**src/rtl/pipeline_pkg.sv**
```systemverilog
// Shared types for the writeback-port arbiter: FSM state encoding and the
// buffered long-latency-unit result entry.
package pipeline_pkg;

   typedef enum logic [1:0] {
      ARB_IDLE    = 2'd0,
      ARB_PENDING = 2'd1,
      ARB_STARVE  = 2'd2
   } wb_arb_state_t;

   typedef struct packed {
      logic        valid;
      logic [4:0]  rd;
      logic [31:0] data;
   } llu_entry_t;

   function automatic logic [31:0] rd_onehot(input logic [4:0] rd);
      rd_onehot = 32'd1 << rd;
   endfunction

endpackage

```
**src/rtl/wb_arb_fifo.sv**
```systemverilog
// In-order buffer of LLU results with per-entry WAW squash and a hazard mask
// built from the entries that are still live.
module wb_arb_fifo
   import pipeline_pkg::*;
#(
   parameter int DEPTH = 2,
   localparam int AW   = $clog2(DEPTH)
) (
   input  logic          clk,
   input  logic          rst_n,
   input  logic          push,
   input  llu_entry_t    push_entry,
   input  logic          pop,
   input  logic          squash_en,
   input  logic [4:0]    squash_rd,
   output llu_entry_t    head,
   output logic          empty,
   output logic          full,
   output logic [AW:0]   count,
   output logic [31:0]   pending_mask
);

   localparam logic [AW:0] FULL_CNT = (AW + 1)'(DEPTH);

   logic [AW-1:0] rd_ptr;
   logic [AW-1:0] wr_ptr;
   llu_entry_t    mem [DEPTH];

   // A slot's valid bit is cleared on pop, so valid alone means "occupied and live".
   always_ff @(posedge clk or negedge rst_n) begin
      if (!rst_n) begin
         rd_ptr <= '0;
         wr_ptr <= '0;
         count  <= '0;
         for (int i = 0; i < DEPTH; i++) mem[i] <= '0;
      end else begin
         for (int i = 0; i < DEPTH; i++) begin
            if (squash_en && mem[i].valid && mem[i].rd == squash_rd)
               mem[i].valid <= 1'b0;
         end
         if (pop) begin
            mem[rd_ptr].valid <= 1'b0;
            rd_ptr            <= rd_ptr + 1'b1;
         end
         if (push) begin
            mem[wr_ptr] <= push_entry;
            wr_ptr      <= wr_ptr + 1'b1;
         end
         case ({push, pop})
            2'b10:   count <= count + 1'b1;
            2'b01:   count <= count - 1'b1;
            default: count <= count;
         endcase
      end
   end

   always_comb begin
      pending_mask = '0;
      for (int i = 0; i < DEPTH; i++) begin
         if (mem[i].valid) pending_mask = pending_mask | rd_onehot(mem[i].rd);
      end
   end

   assign head  = mem[rd_ptr];
   assign empty = (count == '0);
   assign full  = (count == FULL_CNT);

endmodule

```
**src/rtl/wb_arbiter.sv**
```systemverilog
// Shares the single register-file write port between the pipeline and buffered
// LLU results, with starvation relief. Optional macro: WB_ARB_BYPASS_EN.
module wb_arbiter
   import pipeline_pkg::*;
#(
   parameter int DEPTH        = 2,
   parameter int STARVE_LIMIT = 4
) (
   input  logic        clk,
   input  logic        rst_n,
   input  logic        RegWriteW,
   input  logic [4:0]  RdW,
   input  logic [31:0] ResultW,
   input  logic        llu_valid,
   input  logic [4:0]  llu_rd,
   input  logic [31:0] llu_data,
   output logic        llu_ready,
   output logic        rf_we,
   output logic [4:0]  rf_rd,
   output logic [31:0] rf_wd,
   output logic        wb_stall,
   output logic [31:0] pending_mask
);

   localparam int AW = $clog2(DEPTH);
   localparam int WW = $clog2(STARVE_LIMIT + 1);

   wb_arb_state_t state, state_nxt;
   logic [WW-1:0] wait_cnt, wait_nxt;
   logic [AW:0]   count, occ_nxt;
   llu_entry_t    head, push_entry;
   logic          empty, full, accept, push, pop, squash_en;
   logic          head_live, pipe_req, blocked, port_we;

   assign llu_ready  = !full;
   assign accept     = llu_valid && !full;
   assign push_entry = '{valid: 1'b1, rd: llu_rd, data: llu_data};
   assign head_live  = !empty && head.valid && (head.rd != 5'd0);
   assign pipe_req   = RegWriteW && (RdW != 5'd0);
   assign rf_we      = port_we && rst_n;

   wb_arb_fifo #(.DEPTH(DEPTH)) u_fifo (
      .clk          (clk),
      .rst_n        (rst_n),
      .push         (push),
      .push_entry   (push_entry),
      .pop          (pop),
      .squash_en    (squash_en),
      .squash_rd    (RdW),
      .head         (head),
      .empty        (empty),
      .full         (full),
      .count        (count),
      .pending_mask (pending_mask)
   );

   always_ff @(posedge clk or negedge rst_n) begin
      if (!rst_n) begin
         state    <= ARB_IDLE;
         wait_cnt <= '0;
      end else begin
         state    <= state_nxt;
         wait_cnt <= wait_nxt;
      end
   end

   // Dead heads (squashed or x0) retire without the port, even beside a pipeline write.
   always_comb begin
      port_we   = 1'b0;
      rf_rd     = '0;
      rf_wd     = '0;
      pop       = 1'b0;
      push      = accept;
      squash_en = 1'b0;
      wb_stall  = 1'b0;
      blocked   = 1'b0;
      if (state == ARB_STARVE) begin
         wb_stall = 1'b1;
         pop      = !empty;
         if (head_live) begin
            port_we = 1'b1;
            rf_rd   = head.rd;
            rf_wd   = head.data;
         end
      end else if (pipe_req) begin
         port_we   = 1'b1;
         rf_rd     = RdW;
         rf_wd     = ResultW;
         squash_en = 1'b1;
         pop       = !empty && !head_live;
         blocked   = head_live;
      end else if (!empty) begin
         pop = 1'b1;
         if (head_live) begin
            port_we = 1'b1;
            rf_rd   = head.rd;
            rf_wd   = head.data;
         end
      end
`ifdef WB_ARB_BYPASS_EN
      else if (state == ARB_IDLE && accept && !RegWriteW) begin
         push = 1'b0;
         if (llu_rd != 5'd0) begin
            port_we = 1'b1;
            rf_rd   = llu_rd;
            rf_wd   = llu_data;
         end
      end
`endif
   end

   always_comb begin
      occ_nxt   = count + (AW + 1)'(push) - (AW + 1)'(pop);
      wait_nxt  = wait_cnt;
      state_nxt = (occ_nxt != '0) ? ARB_PENDING : ARB_IDLE;
      if (pop)
         wait_nxt = '0;
      else if (blocked)
         wait_nxt = wait_cnt + 1'b1;
      if (blocked && (wait_cnt + 1'b1) == WW'(STARVE_LIMIT))
         state_nxt = ARB_STARVE;
   end

endmodule

```
**config.mk**
```make
export PLATFORM = sky130hd
export DESIGN_NAME = wb_arbiter
export DESIGN_NICKNAME = d
export VERILOG_FILES = /design/src/rtl/pipeline_pkg.sv /design/src/rtl/wb_arb_fifo.sv /design/src/rtl/wb_arbiter.sv
export SDC_FILE = /design/constraint.sdc
export NUM_CORES = 1
export LEC_CHECK = 0
export CAP_MARGIN = 20
export CELL_PAD_IN_SITES_DETAIL_PLACEMENT = 0
export CELL_PAD_IN_SITES_GLOBAL_PLACEMENT = 2
export CORE_UTILIZATION = 26
export DETAILED_ROUTE_END_ITERATION = 16
export GPL_TIMING_DRIVEN = 0
export MAX_ROUTING_LAYER = met4
export PLACE_DENSITY = 0.75
export SYNTH_ARGS = -nofsm -noshare
export SYNTH_HDL_FRONTEND = slang
export SYNTH_SLANG_ARGS = --single-unit
```
**constraint.sdc**
```tcl
create_clock -name clk -period 2.7 [get_ports clk]
set_clock_uncertainty 0.1 [all_clocks]
set_input_delay 0.54 -clock clk [delete_from_list [all_inputs] [get_ports clk]]
set_output_delay 0.54 -clock clk [all_outputs]
set_load 0.1 [all_outputs]
```
==> impl_results.md <==
- # setup viols final: 40
- Hold WC Path Type: in -> async
- Grt total ovfl: 0
- Worst-path maximum fanout: 5
- Outcome: finished, violations left
- Clock root buffer: clkbuf_16
- Ys flop type: dfrtp_1
- TritonCTS Sinks: 85
- Cell repeated most along the worst path: buf_12
- First-pass GRT wire length: 23.86 mm
- Chip Height: 136.6 um
- CP Launch Type: input pin
- Post-synth cell types: 39
- Max IR drop VDD: 0.0005321 V
- Fill cell count: 1591
- Grt met1 use: 0.2049
- Setup Slack @ Placement: -1.811 ns
- Die W: 136.6 um
- Leak: 3.410 nW
- Number of DRC markers in iteration 0: 167
- Global placement routability congestion: around 0.84
- Hold_ws: 0.09358 ns
- Yosys reg bits: between 80 and 90
- Post-synth EDFFs: 0
- RSZ-0062 raised after global routing: yes
- Top Family by Delay on Critical Path: simple AND/OR/NAND/NOR gates
- Post-route ant nets: 0
- Rel. slew slack: 0.3335
- Largest net degree at the start of global routing: 45
- DR WL/cell: about 18 um
- Synth warn: 0
- Total of max-cap violations: 0
- Final Hold Viols: 0
- Post-synthesis sequential area ratio: 0.4514
- Initial antenna violation count: 1
- Final Slew Violations: 0
- Synth top area share: 0.4514
- Grt peak-use layer: met2
- Crit path time final: ~3.0 ns
- Worst-path clk slew: 0.06 ns
- Core Region: 17480 sq um
- Post-synth top area cell: dfrtp_1
- CP Data Required Time: 2.06 ns
- Std-Cell Rows: 48
- WL final: ~15 mm
- Mapped Area: 4712 sq um
- Area growth syn-to-layout: 75.76%
- Post-DP HPWL: 10.94 mm
- Hold_buf cts: 0
- CTS buffer count: 9
- Layout net count: 706
- Post-synthesis instance total: roughly 440
- Fin crit share: 1.118
- Vias/cell: 4.833
- Syn_nets: 519
- Max Buffers Root-to-Sink: 2
- Layout cells sized above 1: 0.4904
- WP buf/inv: 4
- Vias in the first global route: around 4.6k
- Fmax: about 330 MHz
- Critical path capture point type: output port
- Mean post-synth cell area: 10.81 sq um
- Worst-skew pair later-pin latency: 0.34 ns
- Async SR Flop Fraction: 1.000
- Worst slew pin tran: 1.004 ns
- IO Port Bufs: 149
- Worst path cell trace: buf_8 -> or4_4 -> o211ai_1 -> nand3_4 -> buf_6 -> buf_12 -> o21ai_4 -> buf_12
- Vias: 4127
- Failing checks: setup timing
- Power Density: approximately 1200 nW/um^2
- Die area: about 19000 sq um
- Drc violations: 0
- Starting density of the core: 0.2696
- DR pass1 iterations: 4
- Global-route met3 utilization: 0.04370
- CP Launch Point: RdW[2]
- RR Startpoint: u_fifo.mem[36]
- Worst Path Class, Setup: in -> out
- CP arrival: 2.38 ns
- IO Pins: 150
- Top cells by area, synth: dfrtp_1, mux2_2, mux2i_1
- Setup WS post-layout: -0.3178 ns
- CTS tree: yes
- Grt met2 use: 0.2896
- Gr usage total: 0.1728
- Largest stage delay, worst path: 0.53 ns
- CTS H-tree lvls: 3
- CP max-delay cell: or4_4
placed cells by master, fill, tap and decap left out, types with 5 or more instances in the layout:
cell type / n
buf_1: 5
buf_12: 47
buf_4: 38
buf_6: 17
clkbuf_1: 7
clkbuf_16: 12
clkbuf_4: 6
clkdlybuf4s50_1: 71
dfrtp_1: 81
inv_1: 9
mux2_2: 75
mux2i_1: 36
nand2_1: 44
nand3_1: 10
o21ai_4: 33
o22ai_1: 5
o22ai_2: 28
xnor2_1: 9
xor2_1: 6
per-stage QoR:
stage	cells	power, mW	setup TNS (ns)	util	cell area, sq um
after floorplan	436	6.884	-14.61	-	5351
after global placement	810	8.090	-256.88	0.4076	7124
after detailed placement	811	8.204	-81.54	0.4086	7142
after CTS	849	10.32	-10.95	0.4685	8188
after global routing	854	10.83	-13.05	0.4739	8282
final	854	10.31	-10.42	0.4739	8282
metal layers:
layer	vias up	routed length, um
li1	1946	-
met1	2033	6322
met2	131	7539
met3	17	1124
met4	0	196
met5	-	0
state kept, by name, summed over array words and instances (netlist names):
name           cells
u_fifo.rd_ptr      1
state              2
wait_cnt           3
u_fifo.wr_ptr      1
u_fifo.count       2
u_fifo.mem        76
timing repair:
action,in CTS,in global routing
hold endpoints to repair,0,0
cloned,4,0
resized for setup,610,30
setup endpoints to repair,73,64
setup buffers,24,7
pin swaps,18,13
worst reg2reg max path: stages (launching register included):
cell	delay [ns]
dfrtp_2	0.45
or3_4	0.35
or4b_4	0.56
buf_4	0.16
buf_6	0.12
a31oi_4	0.15
ha_1	0.26
inv_1	0.06
ha_2	0.18
xnor2_2	0.12
xnor2_1	0.09
o22a_1	0.16
synthesized netlist by cell type (all sizes together), types with 6 or more instances:
master   n
xor2     6
mux2i   36
o22ai   33
or2      6
xnor2   10
mux2    75
buf     12
nand3   11
nand2   50
o21ai   36
clkbuf  20
inv      9
dfrtp   85
worst paths after layout:
check / to / slack, ns / depth (start not counted)
hold reg to reg: u_fifo.mem[3] / 0.40 / 1
max in group asynchronous: u_fifo.mem[71] / 1.75 / 2
min in group clk: u_fifo.mem[3] / 0.40 / 1
setup / recovery: rf_wd[6] / -0.32 / 8
hold / removal: u_fifo.mem[7] / 0.09 / 1
setup reg to reg: state[0] / -0.15 / 11
where the power goes:
group          leakage (nW)  total, mW  internal, mW  switching (mW)
clock network         0.138       1.22         0.715           0.504
registers              1.00       2.37          1.92           0.450
logic                  2.27       6.72          2.74            3.98
total                  3.41       10.3          5.38            4.93
cell type report:
cell class,count,area [sq um],share of cell area
repair buffers,184,2256,0.2724
clock buffers,10,229.0,0.02765
flip-flops and latches,85,2132,0.2574
inverters,9,33.78,0.004079
diodes,1,2.502,0.0003022
multi-input cells,310,3098,0.3741
plain buffers,24,185.2,0.02236
well taps,225,281.5,0.03399
clock inverters,6,63.81,0.007705
cells by family (layout without fill, tap and decap cells):
| group | Yosys count | count (layout) | synth area share |
|---|---|---|---|
| muxes | 111 | 111 | 0.2557 |
| and+or+nand+nor | 94 | 94 | 0.09958 |
| DFF | 85 | 85 | 0.4514 |
| AOI/OAI and AO/OA | 84 | 84 | 0.1105 |
| buffers and inverters | 41 | 233 | 0.03983 |
| xor gates and xnor gates | 16 | 16 | 0.02974 |
| adders and majority gates | 5 | 5 | 0.01328 |
| other | 0 | 1 | 0 |
Note: power is estimated with default switching activity, not from simulation.
